--- config.mk ---
export PLATFORM = sky130hd
export DESIGN_NAME = halt_step_ctrl_flat
export DESIGN_NICKNAME = d
export VERILOG_FILES = /design/src/rtl/halt_step_if.sv /design/src/rtl/halt_step_ctrl.sv /design/src/flat_wrapper.sv
export SDC_FILE = /design/constraint.sdc
export NUM_CORES = 1
export LEC_CHECK = 0
export BUFFER_PORTS_ARGS = -buffer_cell sky130_fd_sc_hd__buf_2
export CAP_MARGIN = 20
export CORE_MARGIN = 2
export CORE_UTILIZATION = 37
export DETAILED_ROUTE_END_ITERATION = 10
export PLACE_DENSITY_LB_ADDON = 0.25
export REMOVE_ABC_BUFFERS = 1
export SLEW_MARGIN = 20
export SYNTH_ARGS = -nofsm -noshare
export SYNTH_HDL_FRONTEND = slang
export SYNTH_SLANG_ARGS = --single-unit
--- constraint.sdc ---
create_clock -name clk -period 4.5 [get_ports clk]
set_input_delay 0.9 -clock clk [delete_from_list [all_inputs] [get_ports clk]]
set_output_delay 0.9 -clock clk [all_outputs]
set_load 0.05 [all_outputs]
--- src/rtl/halt_step_if.sv ---
// Halt/step sequencer bus: pipeline status in, freeze and debug status out.
// The master side is the core/debugger, the slave side is the sequencer.
interface halt_step_if #(
  parameter int unsigned CNT_W = 32
);
  logic [6:0]       opcode;
  logic             flush_in;
  logic             stall_in;
  logic             dbg_halt_req;
  logic             dbg_resume;
  logic             dbg_step;
  logic             halt_coman;
  logic             halted;
  logic [1:0]       state_o;
  logic [1:0]       halt_cause;
  logic             step_done;
  logic [CNT_W-1:0] run_cycles;

  modport master (
    output opcode,
    output flush_in,
    output stall_in,
    output dbg_halt_req,
    output dbg_resume,
    output dbg_step,
    input  halt_coman,
    input  halted,
    input  state_o,
    input  halt_cause,
    input  step_done,
    input  run_cycles
  );

  modport slave (
    input  opcode,
    input  flush_in,
    input  stall_in,
    input  dbg_halt_req,
    input  dbg_resume,
    input  dbg_step,
    output halt_coman,
    output halted,
    output state_o,
    output halt_cause,
    output step_done,
    output run_cycles
  );
endinterface

--- src/rtl/halt_step_ctrl.sv ---
// Run/halt/single-step sequencer driving the core's halt_coman freeze.
// Freezes on a halt opcode in ID or a debug request, drains, then halts.
module halt_step_ctrl #(
  parameter logic [6:0]  HALT_OPCODE = 7'h7F,
  parameter int unsigned DRAIN_CYC   = 3,
  parameter int unsigned CNT_W       = 32
) (
  input  logic        clk,
  input  logic        reset,
  halt_step_if.slave  bus
);

  localparam logic [1:0] S_RUN    = 2'd0;
  localparam logic [1:0] S_DRAIN  = 2'd1;
  localparam logic [1:0] S_HALTED = 2'd2;
  localparam logic [1:0] S_STEP   = 2'd3;

  localparam logic [1:0] C_NONE = 2'd0;
  localparam logic [1:0] C_DBG  = 2'd1;
  localparam logic [1:0] C_OPC  = 2'd2;

  localparam bit NO_DRAIN = (DRAIN_CYC <= 1);
  localparam int DW =
    NO_DRAIN ? 1 : $clog2(DRAIN_CYC);

  // The freeze cycle is the first drain cycle, so
  // DRAIN lasts DRAIN_CYC-1 cycles.
  localparam logic [DW-1:0] DRAIN_LAST =
    DW'(NO_DRAIN ? 0 : DRAIN_CYC - 2);
  localparam logic [1:0] S_FRZ =
    NO_DRAIN ? S_HALTED : S_DRAIN;

  logic [1:0]       state_q, state_d;
  logic [1:0]       cause_q, cause_d;
  logic [DW-1:0]    cnt_q, cnt_d;
  logic             step_q, step_d;
  logic             done_q, done_d;
  logic [CNT_W-1:0] run_q, run_d;

  logic hit;
  logic go;
  logic hc;

  always_comb begin
    hit = (bus.opcode == HALT_OPCODE)
        & ~bus.flush_in;
    go  = ~bus.stall_in & ~bus.flush_in
        & ~hit;
  end

  always_comb begin
    state_d = state_q;
    cause_d = cause_q;
    cnt_d   = cnt_q;
    step_d  = step_q;
    done_d  = 1'b0;
    hc      = 1'b1;
    unique case (state_q)
      S_RUN: begin
        hc = hit | bus.dbg_halt_req;
        if (hit) begin
          state_d = S_FRZ;
          cause_d = C_OPC;
          cnt_d   = '0;
        end else if (bus.dbg_halt_req) begin
          state_d = S_FRZ;
          cause_d = C_DBG;
          cnt_d   = '0;
        end
      end
      S_DRAIN: begin
        hc    = 1'b1;
        cnt_d = cnt_q + 1'b1;
        if (cnt_q == DRAIN_LAST) begin
          state_d = S_HALTED;
          cnt_d   = '0;
          done_d  = step_q;
          step_d  = 1'b0;
        end
      end
      S_HALTED: begin
        hc = 1'b1;
        if (cause_q == C_DBG) begin
          if (bus.dbg_resume) begin
            state_d = S_RUN;
            cause_d = C_NONE;
          end else if (bus.dbg_step) begin
            state_d = S_STEP;
          end
        end
      end
      S_STEP: begin
        hc = ~go;
        if (hit) begin
          state_d = S_FRZ;
          cause_d = C_OPC;
          cnt_d   = '0;
          step_d  = 1'b0;
        end else if (go) begin
          state_d = S_FRZ;
          cnt_d   = '0;
          step_d  = ~NO_DRAIN;
          done_d  = NO_DRAIN;
        end
      end
      default: begin
        hc      = 1'b1;
        state_d = S_RUN;
      end
    endcase
  end

  // Wraps freely; never saturates.
  always_comb begin
    run_d = hc ? run_q : run_q + CNT_W'(1);
  end

  always_ff @(posedge clk) begin
    if (reset) begin
      state_q <= S_RUN;
      cause_q <= C_NONE;
      cnt_q   <= '0;
      step_q  <= 1'b0;
      done_q  <= 1'b0;
      run_q   <= '0;
    end else begin
      state_q <= state_d;
      cause_q <= cause_d;
      cnt_q   <= cnt_d;
      step_q  <= step_d;
      done_q  <= done_d;
      run_q   <= run_d;
    end
  end

  assign bus.halt_coman = hc;
  assign bus.halted     = (state_q == S_HALTED);
  assign bus.state_o    = state_q;
  assign bus.halt_cause = cause_q;
  assign bus.step_done  = done_q;
  assign bus.run_cycles = run_q;

endmodule

--- src/flat_wrapper.sv ---
// flat-port wrapper written by rule: the top's interface ports become plain ports
module halt_step_ctrl_flat 
#(
  parameter logic [6:0]  HALT_OPCODE = 7'h7F,
  parameter int unsigned DRAIN_CYC   = 3,
  parameter int unsigned CNT_W       = 32
)
  (clk, reset, bus_opcode, bus_flush_in, bus_stall_in, bus_dbg_halt_req, bus_dbg_resume, bus_dbg_step, bus_halt_coman, bus_halted, bus_state_o, bus_halt_cause, bus_step_done, bus_run_cycles);
  halt_step_if #(.CNT_W(CNT_W)) bus_i ();
  input  logic clk;
  input  logic reset;
  input wire logic [$bits(bus_i.opcode)-1:0] bus_opcode;
  input wire logic [$bits(bus_i.flush_in)-1:0] bus_flush_in;
  input wire logic [$bits(bus_i.stall_in)-1:0] bus_stall_in;
  input wire logic [$bits(bus_i.dbg_halt_req)-1:0] bus_dbg_halt_req;
  input wire logic [$bits(bus_i.dbg_resume)-1:0] bus_dbg_resume;
  input wire logic [$bits(bus_i.dbg_step)-1:0] bus_dbg_step;
  output wire logic [$bits(bus_i.halt_coman)-1:0] bus_halt_coman;
  output wire logic [$bits(bus_i.halted)-1:0] bus_halted;
  output wire logic [$bits(bus_i.state_o)-1:0] bus_state_o;
  output wire logic [$bits(bus_i.halt_cause)-1:0] bus_halt_cause;
  output wire logic [$bits(bus_i.step_done)-1:0] bus_step_done;
  output wire logic [$bits(bus_i.run_cycles)-1:0] bus_run_cycles;
  assign bus_i.opcode = bus_opcode;
  assign bus_i.flush_in = bus_flush_in;
  assign bus_i.stall_in = bus_stall_in;
  assign bus_i.dbg_halt_req = bus_dbg_halt_req;
  assign bus_i.dbg_resume = bus_dbg_resume;
  assign bus_i.dbg_step = bus_dbg_step;
  assign bus_halt_coman = bus_i.halt_coman;
  assign bus_halted = bus_i.halted;
  assign bus_state_o = bus_i.state_o;
  assign bus_halt_cause = bus_i.halt_cause;
  assign bus_step_done = bus_i.step_done;
  assign bus_run_cycles = bus_i.run_cycles;
  halt_step_ctrl #(.HALT_OPCODE(HALT_OPCODE), .DRAIN_CYC(DRAIN_CYC), .CNT_W(CNT_W)) u_core (.clk(clk), .reset(reset), .bus(bus_i));
endmodule
* Yosys cells after proc, flatten, opt, wreduce, memory -nomap -nowiden
Cells that the tools add are included.
Storage, ports and cells: output and inout port bits 39, bits in registers 40, logic and storage cells 66, input bits 14
Operators by class: multiplexer cells 25, reductions and logical operators 10, eq/ne operators 13, bitwise logic cells 10, add/subtract/negate cells 2
Operators by type and width (number):
- $mux W2 | 17
- $add A32 B1 Y32 const B | 1
- $pmux W2 S3 | 2
- $reduce_and A5 Y1 | 2
- $pmux W2 S4 | 1
- $eq A7 B7 Y1 const B | 1
- $eq A2 B1 Y1 const B | 3
- $ne A2 B1 Y1 const B | 3
- $not A1 Y1 | 6
- $reduce_and A3 Y1 | 2
- $reduce_bool A3 Y1 | 2
- $eq A2 B2 Y1 const B | 2
- $and A1 B1 Y1 | 3
- $mux W1 | 3
- $ne A3 B1 Y1 const B | 1
- $ne A3 B2 Y1 const B | 1
- $ne A3 B3 Y1 const B | 1
- $pmux W1 S3 | 1
- $reduce_or A3 Y1 | 1
- $add A2 B1 Y2 const B | 1
- $logic_not A2 Y1 | 1
- $ne A2 B2 Y1 const B | 1
- $pmux W1 S2 | 1
- $reduce_bool A2 Y1 | 1
- other kinds (2) | 2

* Depth between registers and ports, before layout
Gate-level depths: netlist of the first run.
depth in word-level cells 7, gate-level depth with buffers 9

* Least setup slack after synthesis of the first run
No wires, ideal clock.
path type flip-flop to output port, from register u_core.state_q[0] (netlist: u_core.bus.state_o[0]), to output bus_halt_coman, cell stages (with the launch flop) 8, data required time 3.600 ns, arrival time 2.160 ns, path slack 1.440 ns, path buffers 2, cell sequence dfxtp_1 inv_1 ha_1 nor3_1 a31oi_1 a21boi_2 buf_2 buf_2
On the way: word-level cells in the longest chain between the ends 3
Ends and longest elaborated chain:
- start: declaration | RTL line halt_step_ctrl.sv:33 | logic [1:0] state_q, state_d;
- start signal: assignment | RTL line halt_step_ctrl.sv:127 | state_q <= state_d;
- $eq A2 B2 Y1 / $eq A2 B1 Y1 (equally long branches) | RTL line halt_step_ctrl.sv:58 | unique case (state_q)
- $reduce_or A2 Y1 (no source line)
- $pmux W1 S3 (*) | RTL line halt_step_ctrl.sv:58
- end: declaration | RTL line flat_wrapper.sv:18 | output wire logic [$bits(bus_i.halt_coman)-1:0] bus_halt_coman;
Every way passes the cells marked *; elsewhere a longest branch is shown, timed or not.

* Worst setup path after layout of the first run
from input bus_opcode[6], to output bus_halt_coman
On the way: word-level cells in the longest chain between the ends 6
Ends and longest elaborated chain:
- start: declaration | RTL line flat_wrapper.sv:12 | input wire logic [$bits(bus_i.opcode)-1:0] bus_opcode;
- $eq A7 B7 Y1 (*) | RTL line halt_step_ctrl.sv:45 | hit = (bus.opcode == HALT_OPCODE)
- $and A1 B1 Y1 (*) | RTL line halt_step_ctrl.sv:46 | & ~bus.flush_in;
- $not A1 Y1 | RTL line halt_step_ctrl.sv:48 | & ~hit;
- $and A1 B1 Y1 | RTL line halt_step_ctrl.sv:48
- $not A1 Y1 | RTL line halt_step_ctrl.sv:93 | hc = ~go;
- $pmux W1 S3 (*) | RTL line halt_step_ctrl.sv:58
Marks and branches as above.

==> results of run 1 <==
-- worst reg2reg max path: cells and delay by family (launching register included) --
family	cells	cell delay, ns
AOI/OAI and AO/OA	3	0.43
adders and majority gates	1	0.35
buffers and inverters	2	0.41
DFF	1	0.40
muxes	1	0.14
and+or+nand+nor	1	0.68
-- logic make-up (layout without fill, tap and decap cells) --
| group | after synthesis | count (layout) |
|---|---|---|
| fa+ha+maj | 6 | 6 |
| flops | 40 | 40 |
| mux | 8 | 8 |
| buf+inv | 22 | 69 |
| xor+xnor | 1 | 1 |
| compound gates | 73 | 73 |
| simple gates | 107 | 107 |
-- area by class of cell --
type | count | share of cell area (%)
Clock inverter | 1 | 1.17
Multi-Input combinational cell | 195 | 48.9
Inverter | 8 | 1.17
Tap cell | 72 | 3.50
Clock buffer | 7 | 3.75
Sequential cell | 40 | 31.1
Timing Repair Buffer | 53 | 10.4
-- cells in the mapped netlist (2+ instances only) --
master	count	area share, %
nand2b_1	2	0.59
inv_1	8	1.4
dfxtp_1	40	37
or4_1	26	9.1
and2_1	3	0.88
buf_2	4	0.94
nand2_1	22	3.9
o21ai_0	6	1.4
nand3_1	10	2.3
ha_1	6	3.5
o31ai_1	26	9.1
nand4_1	12	3.5
o21a_1	2	0.70
nor3_1	4	0.94
nor2_1	14	2.5
or3_1	2	0.59
a21oi_1	33	7.7
nor3b_1	2	0.70
mux2i_1	4	1.9
clkbuf_1	10	1.8
a31oi_1	2	0.59
mux2_2	4	2.1
-- metrics by stage --
step / hold WS [ns] / total power [W] / area, um2 / worst slack [ns] / instances
CTS: 0.453 / 0.00117 / 2570 / 1.74 / 376
global route: 0.483 / 0.00123 / 2570 / 1.64 / 376
floorplan: 0.421 / 0.000724 / 2080 / 0.723 / 243
finish: 0.450 / 0.00116 / 2570 / 1.74 / 376
global placement: 0.432 / 0.000843 / 2450 / 1.76 / 368
detailed placement: 0.441 / 0.000849 / 2450 / 1.75 / 368
-- registers in the layout, summed over array words and instances, names as in the netlist --
signal and count:
u_core.bus.halt_cause 2, u_core.bus.run_cycles 32, u_core.bus.state_o 2, u_core.bus.step_done 1, u_core.cnt_q 2, u_core.step_q 1
-- final timing paths --
path | cells past startpoint | slack [ns] | start | endpoint
worst max-delay path | 5 | 1.74 | bus_opcode[6] | bus_halt_coman
worst min-delay path | 2 | 0.45 | u_core.cnt_q[1] | u_core.cnt_q[1]
worst max register to register | 8 | 2.02 | u_core.bus.state_o[0] | u_core.bus.run_cycles[6]
worst min register to register | 2 | 0.45 | u_core.cnt_q[1] | u_core.cnt_q[1]
-- power breakdown --
group / leakage [nW] / switching [W] / total [W] / internal (W)
clock: 0.0645 / 0.000127 / 0.000322 / 0.000196
combinational: 0.558 / 0.000315 / 0.000436 / 0.000121
sequential: 0.323 / 0.0000267 / 0.000404 / 0.000378
-- metal layers --
layer,part of all wire [%],global-route usage [%],vias up
met1,50,22.2,1011
met5,0,0,-
li1,-,-,1081
met4,1.4,5.93,0
met3,4.5,4.07,6
met2,44,26.2,44
==> impl_metrics.ini, run 1 <==
[outcome]
status = complete, no violations

[cts]
ctsHoldBuffers = 0
cts_root_buffer = clkbuf_8
post_cts_buffers = 0
cts_made_buffers = 5
clk_pin_slew_ns = 0.07
tritoncts = done
cts_resized = 0
cts_buffer_depth = 2
h-tree-depth = 2
clk_latency_ns = 0.29
cts_num_sinks = 40

[setup_path]
path_class = in2out
worstPathRequired_ns = 3.60
cp.buffers_inverters = 2
path_cells = buf_2 > nand4_1 > or2_2 > a21boi_4 > buf_2
cpPeakStageDelay_ns = 0.34
arrival_ns = 1.86
crit_top_cell = buf_2
path_max_fanout = 2
cp-start-kind = input port
cp_slowest_cell = or2_2
crit_family = simple AND/OR/NAND/NOR gates
end_kind = primary output

[sta]
slew_headroom_pct = 49.1
period_minus_slack_ns = 2.76
fin_setup_tns_ns = 0
final_max_slew_viol_count = 0
final_hold_viol_count = 0
setup_viol = 0
rsz0062_at_grt = false
period_share_pct = 61.4
fmax_ghz = 0.362
skew_ns = 0.0107
worst_pin_slew_ns = 0.763

[global_routing]
grt_usage_pct = 16.7
grt_pass1_wl_um = 8500
antenna_found_initial = 0
grt_max_degree = 62
overflow = 0
grt_pass1_vias = 1867

[cells_and_area]
most-common-layout-cells = 52 x buf_2, 40 x dfxtp_1, 33 x a21oi_1
nFillCells = 551
finalNetCount = 323
final_common_cell = buf_2
layout-drive-gt1-share_pct = 23.4
area_delta_synth_final_pct = 20.3
regArea_um2 = 801
finalCoreUtilization_pct = 46.4
n_antenna_cell = 0
multi_input_area_mm2 = 0.00126

[yosys]
synth_top_family_by_area = simple AND/OR/NAND/NOR gates
synth-xor-area-share_pct = 0.410
dominantRegCellSynth = dfxtp_1
muxShareOfSynthArea_pct = 3.98
synthSimpleGateAreaFrac_pct = 29.4
synth_adder_area_share_pct = 3.51
synthCells = 257
synth_cell_types = 37
async_reset_ff_share_pct = 0
yosys_warnings = 0
synth_edf_count = 0
avgSynthCellArea_um2 = 8.32
syn-cell-area_mm2 = 0.00214
synth_compound_area_share_pct = 21.2
synth-seq-cells = 40
yosysSeqAreaShare_pct = 37.4

[place]
port_buffers = 52
hpwl_um = 3500
gp_routability_congestion = 0.843

[detailed_routing]
post_drt_via_cell_ratio = 5.70
antenna_left = 0
initialDrtViolationCount = 83
drc = 0
wire_per_inst_um = 13.9
wirelength_um = 5210
dr.pass1.iters = 4
num_vias = 2142

[worst_hold_path]
hp-class = reg2reg

[floorplan]
die_h_um = 80.0
die-area_mm2 = 0.00640
start_util_pct = 38.6
die-width_um = 80.0
io_pins = 53
num_rows = 27
core-area_mm2 = 0.00554

[flow_run]
cap_violations = 0

[power]
power.density_mw_per_mm2 = 452
ir_drop_mv = 0.462
leakagePower_nw = 0.945
Power figures use the tool's default switching activity.
==> run 2, diff against run 1 <==
==> constraint.sdc (replaced) <==
create_clock -name clk -period 2.2 [get_ports clk]
set_input_delay 0.44 -clock clk [delete_from_list [all_inputs] [get_ports clk]]
set_output_delay 0.44 -clock clk [all_outputs]
set_load 0.05 [all_outputs]
==> impl_metrics.ini, run 2 (synthesized netlist as in run 1, its figures left out) <==
[cts]
clk_pin_slew_ns = 0.08
clk_latency_ns = 0.30
cts_made_buffers = 5
cts_num_sinks = 40
h-tree-depth = 2
ctsHoldBuffers = 0
tritoncts = done
cts_root_buffer = clkbuf_8
cts_buffer_depth = 2

[power]
power_w = 0.00242
power.density_mw_per_mm2 = 879
ir_drop_mv = 0.616
leakagePower_nw = 1.04

[detailed_routing]
highest_layer = met4
initialDrtViolationCount = 72
post_drt_via_cell_ratio = 5.66
wl_met3_um = 257
drc = 0
dr.pass1.iters = 4
wire_per_inst_um = 13.8
wirelength_um = 5430
wl_met1_um = 2650
antenna_left = 0
wl_met2_um = 2450
num_vias = 2229

[outcome]
status = complete, no violations

[place]
dpl_cell_area_mm2 = 0.00259
gp_routability_congestion = 0.851
port_buffers = 52
hpwl_um = 3970
dp_cells = 385

[setup_path]
startpoint = u_core.bus.state_o[0]
path_max_fanout = 11
path_class = reg2reg
ff2ff_setup_slack_ns = 0.08
rr_worst_depth = 9
endpoint = u_core.bus.run_cycles[28]
worstReg2RegEnd = u_core.bus.run_cycles[28]
end_kind = flop
arrival_ns = 2.35
worstReg2RegStart = u_core.bus.state_o[0]
worstPathRequired_ns = 2.43
cp-start-kind = flop

[floorplan]
start_util_pct = 38.6
core-area_mm2 = 0.00554
num_rows = 27
die_h_um = 80.0
die-width_um = 80.0
die-area_mm2 = 0.00640
io_pins = 53

[cells_and_area]
largest_reg_flops = 32
most-common-layout-cells = 51 x buf_2, 38 x dfxtp_1, 30 x a21oi_1
finalNetCount = 341
finalCoreUtilization_pct = 49.6
layout-drive-gt1-share_pct = 31.7
n_antenna_cell = 0
area_delta_synth_final_pct = 28.6
final_cell_area_mm2 = 0.00275
instances_no_fill = 394
final_common_cell = buf_2

[sta]
worst_pin_slew_ns = 0.435
slew_headroom_pct = 71.0
period_minus_slack_ns = 2.12
period_share_pct = 96.2
final_hold_viol_count = 0
skew_ns = 0.0127
final_max_slew_viol_count = 0
setup_viol = 0
fmax_ghz = 0.473

[global_routing]
grt_pass1_vias = 1940
grt_max_degree = 29
overflow = 0
antenna_found_initial = 0
grt_pass1_wl_um = 9060
grt_usage_pct = 17.9

[worst_hold_path]
hp-class = reg2reg

[flow_run]
cap_violations = 0
-- run 2: how the worst min path moves through the flow --
stage                    start              end  depth (start not counted)  slack, ns
2_1_floorplan  u_core.cnt_q[1]  u_core.cnt_q[1]                          2       0.42
3_3_place_gp   u_core.cnt_q[1]  u_core.cnt_q[1]                          2       0.43
3_5_place_dp   u_core.cnt_q[1]  u_core.cnt_q[1]                          2       0.44
4_1_cts        u_core.cnt_q[1]  u_core.cnt_q[1]                          2       0.45
5_1_grt        u_core.cnt_q[1]  u_core.cnt_q[1]                          2       0.46
6_report       u_core.cnt_q[1]  u_core.cnt_q[1]                          2       0.45
-- run 2: per-layer routing --
metal  vias to the layer above  track usage, %
met5                         -               0
met4                         0            5.59
met3                         7            3.85
met2                        56            28.2
met1                      1054            24.4
li1                       1112               -
-- run 2: report_power, final --
part	internal [W]	total, W	switching (W)
Clock	0.000250	0.000505	0.000255
Sequential	0.000779	0.000834	0.0000552
Combinational	0.000385	0.00108	0.000694
-- run 2: layout make-up --
cell class                      instances  area [um2]
Sequential cell                        40         806
Clock buffer                            6        82.6
Timing Repair Buffer                   71         418
Inverter                                8        35.0
Fill cell                             574        2790
Clock inverter                          2        10.0
Multi-Input combinational cell        195        1310
Tap cell                               72        90.1
-- run 2: worst max-delay path, stage by stage, from the launching register on --
cell	delay (ns)
dfxtp_4	0.38
inv_4	0.06
ha_4	0.24
mux2i_1	0.13
o21a_1	0.19
a21boi_4	0.07
buf_4	0.17
buf_4	0.17
or4_4	0.52
a21oi_2	0.13
-- run 2: per-stage QoR --
step | TNS (ns) | setup WS, ns | hold WS [ns]
after floorplan | -37.20 | -1.29 | 0.421
after global placement | 0 | 0.0389 | 0.433
after detailed placement | 0 | 0.0254 | 0.437
after CTS | 0 | 0.0326 | 0.453
after global routing | -0.0727 | -0.0175 | 0.463
final | 0 | 0.0842 | 0.452
-- run 2: what timing repair did --
action	CTS	global route
pin swaps	1	3
gates resized for setup	7	11
buffers inserted	1	0
endpoints found under the setup margin	1	26
